File: src/rtl/fifo_pkg.sv
// Shared definitions for the FIFO controller: state encoding and threshold defaults.
package fifo_pkg;

  typedef enum logic [1:0] {
    ST_INIT   = 2'd0,
    ST_IDLE   = 2'd1,
    ST_ACTIVE = 2'd2,
    ST_ERROR  = 2'd3
  } state_t;

  // Almost-full defaults to MEM_SIZE minus this margin; almost-empty to a fixed level.
  localparam int TH_AF_MARGIN  = 2;
  localparam int TH_AE_DEFAULT = 2;

  function automatic int th_af_default(input int mem_size);
    return mem_size - TH_AF_MARGIN;
  endfunction

endpackage

File: src/rtl/fifo_ctrl.sv
// FIFO pointer/occupancy controller driving an external memory; strobes are combinational,
// pointers/occupancy update at the accepting edge. Overflow/underflow locks in ERROR until reset.
module fifo_ctrl #(
  parameter int MEM_SIZE = 8,
  parameter int PTR      = 3
) (
  input  logic           clk,
  input  logic           reset,
  input  logic           init,
  input  logic [PTR:0]   th_af,
  input  logic [PTR:0]   th_ae,
  input  logic           push_req,
  input  logic           pop_req,
  output logic [PTR-1:0] wr_ptr,
  output logic [PTR-1:0] rd_ptr,
  output logic           mem_push,
  output logic           mem_pop,
  output logic [PTR:0]   occupancy,
  output logic           full,
  output logic           empty,
  output logic           almost_full,
  output logic           almost_empty,
  output logic           error,
  output logic           idle
);
  import fifo_pkg::*;

  localparam logic [PTR:0] OCC_MAX   = (PTR+1)'(MEM_SIZE);
  localparam logic [PTR:0] TH_AF_RST = (PTR+1)'(th_af_default(MEM_SIZE));
  localparam logic [PTR:0] TH_AE_RST = (PTR+1)'(TH_AE_DEFAULT);

  state_t       state, state_nxt;
  logic [PTR:0] th_af_reg, th_ae_reg;
  logic [PTR:0] occ_nxt;
  logic         reinit, push_ok, pop_ok, overflow, underflow, violation;

  assign full         = (occupancy == OCC_MAX);
  assign empty        = (occupancy == '0);
  assign almost_full  = (occupancy >= th_af_reg);
  assign almost_empty = (occupancy <= th_ae_reg);

  // An IDLE cycle with init=1 hands control back to INIT, so its requests are dropped.
  always_comb begin
    reinit    = (state == ST_IDLE) && init;
    push_ok   = 1'b0;
    pop_ok    = 1'b0;
    overflow  = 1'b0;
    underflow = 1'b0;
    if (reset && !reinit && (state == ST_IDLE || state == ST_ACTIVE)) begin
      push_ok   = push_req && !full;
      pop_ok    = pop_req && !empty && (state == ST_ACTIVE);
      overflow  = push_req && full;
      underflow = pop_req && empty;
    end
  end

  assign violation = overflow || underflow;
  assign occ_nxt   = occupancy + (PTR+1)'(push_ok) - (PTR+1)'(pop_ok);

  always_ff @(posedge clk) begin
    if (!reset) state <= ST_INIT;
    else        state <= state_nxt;
  end

  always_comb begin
    state_nxt = state;
    case (state)
      ST_INIT:   if (!init) state_nxt = ST_IDLE;
      ST_IDLE: begin
        if (init)           state_nxt = ST_INIT;
        else if (violation) state_nxt = ST_ERROR;
        else if (push_ok)   state_nxt = ST_ACTIVE;
      end
      ST_ACTIVE: begin
        if (violation)           state_nxt = ST_ERROR;
        else if (occ_nxt == '0)  state_nxt = ST_IDLE;
      end
      ST_ERROR:  state_nxt = ST_ERROR;
      default:   state_nxt = ST_INIT;
    endcase
  end

  always_comb begin
    mem_push = push_ok;
    mem_pop  = pop_ok;
    idle     = (state == ST_IDLE);
  end

  // The ERROR state freezes the datapath simply because no request is ever accepted there.
  always_ff @(posedge clk) begin
    if (!reset) begin
      wr_ptr    <= '0;
      rd_ptr    <= '0;
      occupancy <= '0;
      error     <= 1'b0;
      th_af_reg <= TH_AF_RST;
      th_ae_reg <= TH_AE_RST;
    end else begin
      if (state == ST_INIT && init) begin
        th_af_reg <= th_af;
        th_ae_reg <= th_ae;
      end
      if (push_ok)   wr_ptr <= wr_ptr + PTR'(1);
      if (pop_ok)    rd_ptr <= rd_ptr + PTR'(1);
      occupancy <= occ_nxt;
      if (violation) error <= 1'b1;
    end
  end

endmodule
File: config.mk
export PLATFORM = sky130hd
export DESIGN_NAME = fifo_ctrl
export DESIGN_NICKNAME = d
export VERILOG_FILES = /design/src/rtl/fifo_pkg.sv /design/src/rtl/fifo_ctrl.sv
export SDC_FILE = /design/constraint.sdc
export NUM_CORES = 1
export LEC_CHECK = 0
export ABC_CLOCK_PERIOD_IN_PS = 2700
export BUFFER_PORTS_ARGS = -buffer_cell sky130_fd_sc_hd__clkbuf_2
export CORE_ASPECT_RATIO = 0.9
export CORE_MARGIN = 8
export CORE_UTILIZATION = 48
export DETAILED_ROUTE_END_ITERATION = 7
export PLACE_DENSITY = 0.74
export REMOVE_ABC_BUFFERS = 1
export SLEW_MARGIN = 30
export SYNTH_ARGS = -nofsm -noshare
export SYNTH_HDL_FRONTEND = slang
export SYNTH_SLANG_ARGS = --single-unit
File: constraint.sdc
create_clock -name clk -period 2.7 [get_ports clk]
set_input_delay 0.54 -clock clk [delete_from_list [all_inputs] [get_ports clk]]
set_output_delay 0.54 -clock clk [all_outputs]
set_load 0.005 [all_outputs]
==> results of run 1 <==
[repair_timing]
| action | 4_1_cts | 5_1_grt |
|---|---|---|
| endpoints found under the setup margin | 2 | 2 |
| resized for setup | 10 | 16 |
| gates cloned | 0 | 0 |
| hold buffers | 0 | 0 |
| pin swaps | 7 | 11 |
| setup buffers | 6 | 3 |
[synth_stat cells (all sizes together)]
master   number
nand2        25
dfxtp        21
ha           21
inv          16
and2          9
a21boi        5
a21oi         4
mux2i         4
nor2b         4
o211ai        4
clkbuf        3
nand2b        3
nor2          3
nor3b         3
o21ai         3
xnor2         3
xor2          3
nand3         2
a211o         1
a22oi         1
a41o          1
and2b         1
and4bb        1
fa            1
nand4         1
nand4b        1
nand4bb       1
nor4b         1
o41ai         1
or2b          1
or3           1
[path summary, 6_finish.rpt]
kind	slack [ps]	cells after the start	to	start
setup / recovery	-260	13	state[0]	state[0]
hold / removal	430	3	th_af_reg[0]	th_af[0]
setup reg to reg	-260	13	state[0]	state[0]
hold reg to reg	450	2	error	error
[worst min-delay path, delay by kind of cell]
family	cells	cell delay [ps]
AOI/OAI and AO/OA	1	60
buffers and inverters	1	80
and+or+nand+nor	1	40
[cells in the final DEF (no fill, tap or decap), types with 2 or more instances in the layout]
cell type	n
buf_4	32
clkbuf_2	30
nand2_1	22
dfxtp_1	17
ha_1	16
inv_1	11
and2_1	8
a21boi_0	5
a21oi_1	4
nor2b_1	4
o211ai_1	4
mux2i_1	4
ha_4	4
inv_2	3
nand2b_1	3
o21ai_0	3
nor2_1	3
xor2_1	3
xnor2_1	3
clkbuf_4	3
dfxtp_2	3
nand2_2	2
inv_4	2
[logic make-up after synthesis]
family,after synthesis,synth area share [%]
AOI/OAI and AO/OA,20,10.2
xor gates and xnor gates,6,3.89
adders and majority gates,22,20.9
buffers and inverters,19,5.27
DFF,21,31.1
muxes,4,2.96
and+or+nand+nor,57,25.7
[layer usage]
layer	vias up	GRT usage, %	wire, um
li1	630	-	-
met1	601	15.9	1430
met2	30	27.6	1930
met3	7	3.64	157
met4	0	8.40	68
met5	-	0	0
[area by class of cell]
class	count	share of cell area, %
Timing Repair Buffer	63	21.1
Sequential cell	21	22.5
Clock buffer	3	1.18
Tap cell	40	2.63
Inverter	16	3.42
Clock inverter	1	0.263
Multi-Input combinational cell	109	48.9
[where the power goes]
group | leakage, nW | total (W) | switching (W) | internal [W]
logic | 0.758 | 0.000377 | 0.000179 | 0.000198
clock network | 0.0177 | 0.000158 | 0.000103 | 0.0000555
registers | 0.173 | 0.000361 | 0.0000202 | 0.000341
total | 0.949 | 0.000897 | 0.000302 | 0.000595
[metrics by stage]
step	cell area (um2)	power [W]	setup WS, ps	utilization [%]
after CTS	1830	0.000870	-358	67.2
after global placement	1730	0.000659	-234	63.5
after detailed placement	1730	0.000678	-388	63.5
final	1900	0.000897	-259	69.8
after global routing	1900	0.000960	-357	69.8
after floorplan	1340	0.000538	-409	-
==> summary.md, run 1 <==
| Metric | Value |
|---|---|
| Root Buffer | clkbuf_4 |
| Crit path buf inv count | 2 |
| Vias in the first global route | ~1400 |
| Total gr overflow | 0 |
| Placed insts | 241 |
| Slowest CP cell | fa_1 |
| Ports | 31 |
| CTS tree | yes |
| Area of the multi-input gates | 931 um2 |
| Final Net Count | about 250 |
| Initial antenna violation count | 0 |
| Filler-free cell count of the finished design | 253 |
| P_leak | 0.949 nW |
| Die Y | 66.4 um |
| Area grow syn2layout | 40.7% |
| Min Tclk post-route | 2960 ps |
| CP top delay family | adder cells |
| Via count | 1268 |
| Crit Path Class | register to register |
| Final HPWL DP | ~2.7 mm |
| Clk sinks | 21 |
| Pwr/cell area | ~470 nW/um2 |
| Fmax | 0.338 GHz |
| Final setup margin | -259 ps |
| Setup TNS Final | -510 ps |
| Overall routed net length | 3.58 mm |
| DR pass1 iterations | 4 |
| Core Rows | 18 |
| Fin crit share | 110% |
| CP Max Fanout | 3 |
| Flop and latch count out of synthesis | 21 |
| Worst Skew | approximately 8.1 ps |
| I/O Buffers | 30 |
| Peak VDD IR | 0.284 mV |
| Reg area | 428 um2 |
| Largest cells by area after synthesis | dfxtp_1 (31%), ha_1 (19%), nand2_1 (6.9%) |
| Global-route total usage across every layer | 15.2% |
| Cell count after synthesis | 149 |
| Post-Syn Area per Cell | 9.08 um2 |
| Max-cap violations | 0 |
| Initial DRC Count | between 50 and 60 |
| WL/cell | 14.1 um |
| Layout cells sized above 1 | 42.7% |
| Clock Latency Late Sink | 320 ps |
| Synthesis warning total | 0 |
| DRC | 0 |
| WP data arrival | 3170 ps |
| Cell taking the most area after synthesis | dfxtp_1 |
| Mapped cell area | 1350 um2 |
| CP startpoint kind | register |
| Num CTS Buffers | 3 |
| Setup violations, final | 2 |
| Violated checks | setup timing |
| WP data required | 2910 ps |
| Die width | 72.0 um |
| Worst-Margin Slew | ~370 ps |
| Final hold vios | 0 |
| Distinct cells, synth | 34 |
| Max-slew violation count | 0 |
| Ordered cell list for the critical path | buf_4 > ha_2 > nand2_2 > nor4b_4 > ha_1 > inv_2 > ha_4 > fa_1 > or3_1 > a211o_1 > nand4_1 > nand3_2 > mux2i_1 |
| First-pass GRT wire length | 5.80 mm |
| WHS | 434 ps |
| GPL Wtd Cong | 0.813 |
| Worst path max stage delay | a little over 400 ps |
| Status | finished with violations |
| Fill cells | 211 |
| Rel. slew slack | approximately three quarters |
| Final ANT Viol Nets | 0 |
| RSZ-0062 raised after global routing | yes |
| Routed vias/inst | 5.01 |
| Register area share after synthesis | 31.1% |
| Clk slew on worst S/H paths | 120 ps |
| H-tree levels | 1 |
| Initial Util | 49.6% |
| DIE AREA | 4770 um2 |
| CP Capture Type | register |
| Hold WC Path Type | input pin to register |
| Clock Path Buffers | 2 |
| Core area | 2730 um2 |
| Largest net degree at the start of global routing | 24 |
| Synth top area share | 31.1% |
| # diodes | 0 |
(Power assumes the default switching activity.)
==> run 2: changes to the inputs <==
- ABC_CLOCK_PERIOD_IN_PS: 2700 -> 3100
- CORE_UTILIZATION: 48 -> 53
- PLACE_DENSITY: 0.74 -> 0.77
- clock period: 2.7 -> 3.1 ns (I/O delays scaled with it)
==> run 2 against run 1 <==
The flow now finishes without violations. Combinational power is 27% lower. Die area is 7.3% lower. Clock power is 16% lower. Largest cell class unchanged. Largest power group is now sequential cells. Highest routed layer unchanged.
==> summary.md, run 2 (synthesis results as in run 1) <==
| Metric | Value |
|---|---|
| Status | finished, final reports clean |
| DR pass1 iterations | 4 |
| Sw Pwr | 0.000239 W |
| H-tree levels | 1 |
| CP top delay family | adder cells |
| Cell Area, Placed | 1560 um2 |
| Clk slew on worst S/H paths | approximately 110 ps |
| Hold path depth | 2 |
| RSZ-0062 raised after global routing | yes |
| Filler-free cell count of the finished design | between 200 and 250 |
| Final HPWL DP | 2.42 mm |
| WHS Endpoint | error |
| Die width | 69.3 um |
| Logic pwr share | between 30% and 40% |
| Crit path buf inv count | 2 |
| Routed vias/inst | 5.29 |
| Final hold vios | 0 |
| Max-slew violation count | 0 |
| Pwr/cell area | around 420 nW/um2 |
| Via count | 1163 |
| R2R cell count | 13 |
| Max-cap violations | 0 |
| Setup violations, final | 0 |
| Worst reg2reg endpoint | state[0] |
| WL/cell | ~14 um |
| Area grow syn2layout | 26.9% |
| Clock power share | between 10% and 20% |
| P_leak | about 0.85 nW |
| First-pass GRT wire length | ~5.2 mm |
| Routed met1 length | 1.27 mm |
| Placed insts | about 210 |
| Fin crit share | between 90 and 100% |
| Overall routed net length | 3.18 mm |
| Most frequent cells in the layout | clkbuf_2 (30), nand2_1 (23), dfxtp_1 (17), ha_1 (16), inv_1 (12) |
| CP Max Fanout | 3 |
| Core Rows | 17 |
| Slowest CP cell | fa_1 |
| Peak VDD IR | roughly 0.32 mV |
| Fmax | 0.326 GHz |
| Die Y | 63.9 um |
| Met2 WL post-DR | 1.65 mm |
| WP data arrival | 3250 ps |
| Worst-Margin Slew | 385 ps |
| Num CTS Buffers | 3 |
| CTS tree | yes |
| Met3 Wirelength | about 170 um |
| GPL Wtd Cong | 0.776 |
| Root Buffer | clkbuf_4 |
| Core area | 2450 um2 |
| Initial antenna violation count | 0 |
| CP Capture Type | register |
| Worst path max stage delay | 450 ps |
| Rel. slew slack | 74.3% |
| CP startpoint kind | register |
| Total gr overflow | 0 |
| FF-to-FF Start | occupancy[2] |
| Seq pwr share | 43.7% |
| Initial Util | between 50 and 60% |
| Dpl ws | -79.2 ps |
| Clock Latency Late Sink | 300 ps |
| WP data required | approximately 3300 ps |
| Vias in the first global route | 1211 |
| DRC | 0 |
| Layout cells sized above 1 | about a third |
| Crit Path Class | register to register |
| Max Used Layer | met4 |
| Clock Path Buffers | 2 |
| Ports | 31 |
| Initial DRC Count | 32 |
| Switch share | between 30% and 40% |
| Setup TNS Final | 0 ps |
| I/O Buffers | 30 |
| Final Net Count | 228 |
| Global-route total usage across every layer | between 10% and 20% |
| Worst Skew | roughly 4.6 ps |
| Ordered cell list for the critical path | inv_2 > ha_4 > nor3b_4 > nor4b_4 > ha_1 > inv_1 > ha_2 > fa_1 > or3_1 > a211o_1 > nand4_1 > nand3_2 > mux2i_1 |
| Reg2Reg Setup Slack | 40 ps |
| Crit path from | occupancy[2] |
| Final instance area | 1720 um2 |
| Clk sinks | 21 |
| Most common cell after layout, fill and taps aside | clkbuf_2 |
| DIE AREA | about 4400 um2 |
| Final ANT Viol Nets | 0 |
| Hold Startpoint | error |
| # diodes | 0 |
| Internal power | 0.000482 W |
| Hold WC Path Type | register to register |
| Min Tclk post-route | 3060 ps |
| Largest net degree at the start of global routing | 24 |
| Final setup margin | 36.7 ps |
run 2: cell count changes in the layout (fill, tap and decap cells not counted):
cell | previous run | this run
buf_4 | 32 | 11
clkbuf_1 | 0 | 1
clkinv_2 | 1 | 0
dfxtp_2 | 3 | 4
dfxtp_4 | 1 | 0
inv_1 | 11 | 12
inv_4 | 2 | 1
nand2_1 | 22 | 23
nand2_2 | 2 | 1
nor3b_1 | 1 | 2
nor3b_2 | 1 | 0
run 2: metal layers:
layer / vias up / track usage [%]
met5: - / 0
li1: 582 / -
met4: 0 / 7.93
met3: 11 / 3.40
met1: 536 / 14.2
met2: 34 / 24.7
run 2: final cells by class:
type                    count  area (um2)
well taps                  28        35.0
multi-input cells         109         923
flip-flops and latches     21         425
fillers                   178         729
inverters                  16        62.6
repair buffers             42         244
clock buffers               4        26.3
run 2: how the worst max path moves through the flow:
| stage | endpoint | cells after the start |
|---|---|---|
| 2_1_floorplan | state[0] | 13 |
| 3_3_place_gp | state[0] | 12 |
| 3_5_place_dp | state[0] | 13 |
| 4_1_cts | state[0] | 13 |
| 5_1_grt | state[0] | 13 |
| 6_report | state[0] | 13 |
run 2: worst register-to-register path: stages (launching register included):
cell,delay (ps)
dfxtp_2,350
inv_2,60
ha_4,160
nor3b_4,170
nor4b_4,310
ha_1,290
inv_1,60
ha_2,180
fa_1,450
or3_1,320
a211o_1,240
nand4_1,100
nand3_2,120
mux2i_1,150
run 2: what timing repair did:
item / in CTS / in global routing
pin swaps: 1 / 6
resized for setup: 3 / 18
hold endpoints to repair: 0 / 0
hold buffers: 0 / 0
endpoints found under the setup margin: 2 / 2
setup buffers: 3 / 4
run 2: stage by stage:
step / power [W] / utilization, % / hold WS (ps)
floorplan: 0.000468 / - / 439
global placement: 0.000532 / 63.9 / 430
detailed placement: 0.000550 / 63.9 / 438
CTS: 0.000689 / 66.1 / 459
global route: 0.000763 / 70.2 / 472
finish: 0.000721 / 70.2 / 453
run 2: power by group through the flow:
| stage | logic, W | clock network, W | registers, W |
|---|---|---|---|
| floorplan | 0.000150 | 0 | 0.000318 |
| global placement | 0.000214 | 0 | 0.000318 |
| detailed placement | 0.000230 | 0 | 0.000320 |
| CTS | 0.000243 | 0.000134 | 0.000311 |
| global route | 0.000303 | 0.000142 | 0.000318 |
| finish | 0.000274 | 0.000132 | 0.000315 |
